`config.mk`:
```
export PLATFORM = sky130hd
export DESIGN_NAME = cpu_state_seq_flat
export DESIGN_NICKNAME = d
export VERILOG_FILES = /design/src/rtl/cadr_seq_pkg.sv /design/src/rtl/cpu_state_seq_if.sv /design/src/rtl/cpu_state_seq_cycle_counter.sv /design/src/rtl/cpu_state_seq.sv /design/src/flat_wrapper.sv
export SDC_FILE = /design/constraint.sdc
export NUM_CORES = 1
export LEC_CHECK = 0
export ABC_AREA = 1
export ABC_CLOCK_PERIOD_IN_PS = 1870
export CORE_UTILIZATION = 51
export CTS_BUF_LIST = sky130_fd_sc_hd__clkbuf_16
export CTS_CLUSTER_SIZE = 30
export DETAILED_ROUTE_END_ITERATION = 6
export GPL_TIMING_DRIVEN = 0
export HOLD_SLACK_MARGIN = 0.1
export PLACE_DENSITY = 0.77
export SKIP_LAST_GASP = 1
export SYNTH_ARGS = -nofsm -noshare
export SYNTH_HDL_FRONTEND = slang
export SYNTH_HIERARCHICAL = 1
export SYNTH_SLANG_ARGS = --single-unit
```
`constraint.sdc`:
```
create_clock -name clk -period 1.87 [get_ports clk]
set_input_delay 0.2805 -clock clk [delete_from_list [all_inputs] [get_ports clk]]
set_output_delay 0.2805 -clock clk [all_outputs]
set_load 0.02 [all_outputs]
```
`src/rtl/cadr_seq_pkg.sv`:
```
// Shared phase definitions for the CADR4 microcycle sequencer and its consumers.
// State index constants name the bit positions of the one-hot state register.
package cadr_seq_pkg;

    localparam int NSTATES  = 7;

    localparam int S_DECODE = 0;
    localparam int S_READ   = 1;
    localparam int S_ALU    = 2;
    localparam int S_WRITE  = 3;
    localparam int S_MMU    = 4;
    localparam int S_FETCH  = 5;
    localparam int S_HALT   = 6;

    typedef enum logic [NSTATES-1:0] {
        ST_DECODE = NSTATES'(1) << S_DECODE,
        ST_READ   = NSTATES'(1) << S_READ,
        ST_ALU    = NSTATES'(1) << S_ALU,
        ST_WRITE  = NSTATES'(1) << S_WRITE,
        ST_MMU    = NSTATES'(1) << S_MMU,
        ST_FETCH  = NSTATES'(1) << S_FETCH,
        ST_HALT   = NSTATES'(1) << S_HALT
    } seq_state_e;

endpackage

```
`src/rtl/cpu_state_seq_if.sv`:
```
// Control/status bundle between the microcycle sequencer and its environment.
// The master drives the hold/halt/step controls; the slave returns phase strobes.
interface cpu_state_seq_if #(parameter int CNT_W = 32);

    logic             halt_req;
    logic             step;
    logic             mmu_wait;
    logic             fetch_wait;
    logic             state_decode;
    logic             state_read;
    logic             state_alu;
    logic             state_write;
    logic             state_mmu;
    logic             state_fetch;
    logic             halted;
    logic [CNT_W-1:0] cycle_count;

    modport master (
        output halt_req, step, mmu_wait, fetch_wait,
        input  state_decode, state_read, state_alu, state_write,
        input  state_mmu, state_fetch, halted, cycle_count
    );

    modport slave (
        input  halt_req, step, mmu_wait, fetch_wait,
        output state_decode, state_read, state_alu, state_write,
        output state_mmu, state_fetch, halted, cycle_count
    );

endinterface

```
`src/rtl/cpu_state_seq_cycle_counter.sv`:
```
// Wrapping counter of retired microinstructions with synchronous clear.
module cycle_counter #(
    parameter int CNT_W = 32
) (
    input  logic             clk,
    input  logic             clr_i,
    input  logic             en_i,
    output logic [CNT_W-1:0] count_o
);

    logic [CNT_W-1:0] count_q;
    logic [CNT_W-1:0] count_d;

    always_comb begin
        count_d = count_q;
        if (en_i) begin
            count_d = count_q + CNT_W'(1);
        end
    end

    always_ff @(posedge clk) begin
        if (clr_i) begin
            count_q <= '0;
        end else begin
            count_q <= count_d;
        end
    end

    assign count_o = count_q;

endmodule

```
`src/rtl/cpu_state_seq.sv`:
```
// CADR4 microcycle sequencer: one-hot DECODE..FETCH phases with memory waits,
// halt/single-step control and a retired-instruction counter.
module cpu_state_seq
    import cadr_seq_pkg::*;
#(
    parameter int CNT_W = 32
) (
    input  logic            clk,
    input  logic            reset,
    cpu_state_seq_if.slave  bus
);

    seq_state_e       state_q;
    logic             one_shot_q;
    logic             fetch_exit;
    logic [CNT_W-1:0] count;

    assign fetch_exit = (state_q == ST_FETCH) && !bus.fetch_wait;

    always_ff @(posedge clk) begin
        if (reset) begin
            state_q    <= ST_DECODE;
            one_shot_q <= 1'b0;
        end else begin
            unique case (state_q)
                ST_DECODE: state_q <= ST_READ;
                ST_READ:   state_q <= ST_ALU;
                ST_ALU:    state_q <= ST_WRITE;
                ST_WRITE:  state_q <= ST_MMU;
                ST_MMU: begin
                    if (!bus.mmu_wait) begin
                        state_q <= ST_FETCH;
                    end
                end
                ST_FETCH: begin
                    // A stepped instruction always lands back in HALT.
                    if (!bus.fetch_wait) begin
                        state_q    <= (bus.halt_req || one_shot_q) ? ST_HALT : ST_DECODE;
                        one_shot_q <= 1'b0;
                    end
                end
                ST_HALT: begin
                    if (!bus.halt_req) begin
                        state_q    <= ST_DECODE;
                        one_shot_q <= 1'b0;
                    end else if (bus.step) begin
                        state_q    <= ST_DECODE;
                        one_shot_q <= 1'b1;
                    end
                end
                default: begin
                    // Corrupted encoding: restart cleanly at an instruction boundary.
                    state_q    <= ST_DECODE;
                    one_shot_q <= 1'b0;
                end
            endcase
        end
    end

    cycle_counter #(.CNT_W(CNT_W)) u_cycle_counter (
        .clk     (clk),
        .clr_i   (reset),
        .en_i    (fetch_exit),
        .count_o (count)
    );

    assign bus.state_decode = state_q[S_DECODE];
    assign bus.state_read   = state_q[S_READ];
    assign bus.state_alu    = state_q[S_ALU];
    assign bus.state_write  = state_q[S_WRITE];
    assign bus.state_mmu    = state_q[S_MMU];
    assign bus.state_fetch  = state_q[S_FETCH];
    assign bus.halted       = state_q[S_HALT];
    assign bus.cycle_count  = count;

endmodule

```
`src/flat_wrapper.sv`:
```
// flat-port wrapper written by rule: the top's interface ports become plain ports
module cpu_state_seq_flat import cadr_seq_pkg::*;
#(
    parameter int CNT_W = 32
)
  (clk, reset, bus_halt_req, bus_step, bus_mmu_wait, bus_fetch_wait, bus_state_decode, bus_state_read, bus_state_alu, bus_state_write, bus_state_mmu, bus_state_fetch, bus_halted, bus_cycle_count);
  cpu_state_seq_if #(.CNT_W(CNT_W)) bus_i ();
  input  logic clk;
  input  logic reset;
  input wire logic [$bits(bus_i.halt_req)-1:0] bus_halt_req;
  input wire logic [$bits(bus_i.step)-1:0] bus_step;
  input wire logic [$bits(bus_i.mmu_wait)-1:0] bus_mmu_wait;
  input wire logic [$bits(bus_i.fetch_wait)-1:0] bus_fetch_wait;
  output wire logic [$bits(bus_i.state_decode)-1:0] bus_state_decode;
  output wire logic [$bits(bus_i.state_read)-1:0] bus_state_read;
  output wire logic [$bits(bus_i.state_alu)-1:0] bus_state_alu;
  output wire logic [$bits(bus_i.state_write)-1:0] bus_state_write;
  output wire logic [$bits(bus_i.state_mmu)-1:0] bus_state_mmu;
  output wire logic [$bits(bus_i.state_fetch)-1:0] bus_state_fetch;
  output wire logic [$bits(bus_i.halted)-1:0] bus_halted;
  output wire logic [$bits(bus_i.cycle_count)-1:0] bus_cycle_count;
  assign bus_i.halt_req = bus_halt_req;
  assign bus_i.step = bus_step;
  assign bus_i.mmu_wait = bus_mmu_wait;
  assign bus_i.fetch_wait = bus_fetch_wait;
  assign bus_state_decode = bus_i.state_decode;
  assign bus_state_read = bus_i.state_read;
  assign bus_state_alu = bus_i.state_alu;
  assign bus_state_write = bus_i.state_write;
  assign bus_state_mmu = bus_i.state_mmu;
  assign bus_state_fetch = bus_i.state_fetch;
  assign bus_halted = bus_i.halted;
  assign bus_cycle_count = bus_i.cycle_count;
  cpu_state_seq #(.CNT_W(CNT_W)) u_core (.clk(clk), .reset(reset), .bus(bus_i));
endmodule
```
==> results.json <==
{
  "status": "finished clean",
  "async_reset_ff_frac": 0,
  "irDropWorstVdd_mv": 0.689,
  "track_usage": 0.244,
  "clock-sinks": 40,
  "gp_congestion": 0.839,
  "die_area_um2": 4720,
  "fin_nets": 397,
  "first_global_vias": 1927,
  "n_antenna_cell": 0,
  "tritoncts": "built",
  "cts_max_level": 2,
  "critPathCaptureType": "flop",
  "power_leakage_nw": 1.24,
  "synth-seq-cells": 40,
  "drtIter0Drc": 120,
  "final_hold_viol_count": 0,
  "seq_area_frac_synth": 0.353,
  "rsz0062_at_grt": "yes",
  "path_max_fanout": 6,
  "start_kind": "flop",
  "layout_setup_ws_ns": 0.0715,
  "num_vias": 2264,
  "synth_commonest_cells": "72 x nand2_1, 49 x nor2_1, 40 x dfxtp_1, 35 x inv_1, 25 x nand3_1",
  "grt_pass1_wl_um": 8420,
  "drive_above_1_share": 0.202,
  "syn_avg_cell_area_um2": 6.87,
  "synth_area_um2": 2270,
  "period_share": 0.962,
  "synth_edf_count": 0,
  "worst_pin_slew_ns": 0.515,
  "synth_top_area_cell": "dfxtp_1",
  "cp_cell_sequence": "inv_4 -> nor3_4 -> nand2_1 -> nor2_1 -> buf_6 -> nand2_4 -> nor2_4 -> nand3_4 -> nor2_4 -> nand3_2 -> nand2_1 -> nor2_1",
  "maxCapViolations": 0,
  "cp_top_family": "simple AND/OR/NAND/NOR gates",
  "powerDensity_nw_per_um2": 651,
  "drtAntennaViolNets": 0,
  "clk_latency_ns": 0.28,
  "cts_buffers": 5,
  "cpPeakStageDelay_ns": 0.36,
  "die_w_um": 68.7,
  "io_pins": 45,
  "slew_viol_final": 0,
  "yosys_warnings": 6,
  "cts_max_path_buffers": 2,
  "syn-num-nets": 337,
  "synth_top_area_share": 0.353,
  "chipHeight_um": 68.7,
  "slew_headroom": 0.657,
  "grt_max_degree": 13,
  "yosysMostFrequentCell": "nand2_1",
  "period_needed_ns": 1.80,
  "area_growth_pct": 35.0,
  "min_path_type": "flop to flop",
  "vias_per_cell": 5.13,
  "syn_inst": 330,
  "fin_skew_ns": 0.00329,
  "ys_types": 31,
  "dpl.hpwl_um": 3810,
  "coreArea_um2": 4140,
  "ys_top_cells_by_area": "dfxtp_1 35%, nand2_1 12%, nor2_1 8.1%, inv_1 5.8%, nand3_1 5.5%",
  "grt_antenna_before_repair": 0,
  "ys.flop_type": "dfxtp_1",
  "whs_ns": 0.492,
  "worst-path-buf-inv": 2,
  "dp_slack_ns": -0.0000440,
  "grt_overflow": 0,
  "drcViolationCount": 0,
  "cts-root-buf": "clkbuf_16",
  "initial_core_util": 0.547,
  "first_pass_iters": 4,
  "cp.required_ns": 2.04,
  "cp_slowest_cell": "dfxtp_2",
  "post_drt_wl_per_cell_um": 12.4,
  "num_rows": 23,
  "finalPower_mw": 1.99,
  "worstPathArrival_ns": 1.97,
  "fmax_ghz": 0.556,
  "wirelength_um": 5460,
  "critPathKind": "flop to flop",
  "cts.reportedPaths.clkPinSlew_ns": 0.06,
  "setup_viol": 0,
  "port_buffers": 44
}
final timing paths:
check                                      start  depth (start not counted)                                         endpoint  slack, ns
hold reg to reg   u_core/state_q[5]$_SDFFE_PP0P_                          2                   u_core/state_q[5]$_SDFFE_PP0P_       0.49
setup / recovery  u_core/state_q[5]$_SDFFE_PP0P_                         12  u_core/u_cycle_counter/count_o[14]$_SDFFE_PP0P_       0.07
setup reg to reg  u_core/state_q[5]$_SDFFE_PP0P_                         12  u_core/u_cycle_counter/count_o[14]$_SDFFE_PP0P_       0.07
hold / removal    u_core/state_q[5]$_SDFFE_PP0P_                          2                   u_core/state_q[5]$_SDFFE_PP0P_       0.49
final cells by class:
cell class,count,area (um2)
sequential,40,803
inverter,43,169
fill,327,1080
multi-input combinational,243,1330
buffer,4,25.0
timing repair buffer,53,508
clock inverter,3,37.5
clock buffer,5,125
tap,50,62.6
worst min-delay path: stages, from the launching register on:
cell,delay [ns]
dfxtp_2,0.34
inv_4,0.07
a21oi_2,0.05
flip-flops by register name (all words and copies together), names as in the netlist:
| name | flops |
|---|---|
| u_core/one_shot_q | 1 |
| u_core/state_q | 7 |
| u_core/u_cycle_counter/count_o | 32 |
routing by layer:
metal,vias to the layer above,global-route usage,share of wire
met4,0,0.102,0.017
met2,60,0.406,0.49
met3,9,0.0411,0.054
met1,1027,0.310,0.44
met5,-,0,0
li1,1168,-,-
through the flow:
stage                     area (um2)  std cells    TNS [ns]   util
final                           3060        441           0  0.739
after global routing            3060        441      -0.345  0.739
after CTS                       2930        432           0  0.708
after detailed placement        2770        424  -0.0000440  0.668
after global placement          2770        424           0  0.668
after floorplan                 2270        330           0      -
cell usage in the layout, fill, tap and decap left out, types with 3 or more instances in the layout:
cell	n
a21oi_1	22
buf_4	9
clkbuf_16	5
clkdlybuf4s50_1	44
dfxtp_1	38
inv_1	35
inv_2	6
nand2_1	71
nand2_2	13
nand2_4	3
nand3_1	22
nand3_2	6
nand4_1	10
nor2_1	48
nor2_2	10
nor2_4	12
nor3_1	3
o21ai_0	7
logic make-up after synthesis:
kind of cell / synth area share
adder cells (fa/ha/maj): 0.00552
buffers and inverters: 0.0833
flip-flops: 0.353
AO/OA/AOI/OAI: 0.0839
AND/OR/NAND/NOR: 0.462
XOR/XNOR: 0.0116
where the power goes:
| group | switching [mW] | internal (mW) | leakage (nW) |
|---|---|---|---|
| clock network | 0.333 | 0.620 | 0.0789 |
| logic | 0.0937 | 0.0680 | 0.835 |
| registers | 0.0110 | 0.866 | 0.324 |
| total | 0.437 | 1.55 | 1.24 |
what timing repair did:
action / in CTS / in global routing
buffers inserted: 0 / 9
resized for setup: 0 / 15
hold buffers: 0 / 0
setup endpoints to repair: 0 / 16
(Power assumes the default switching activity.)
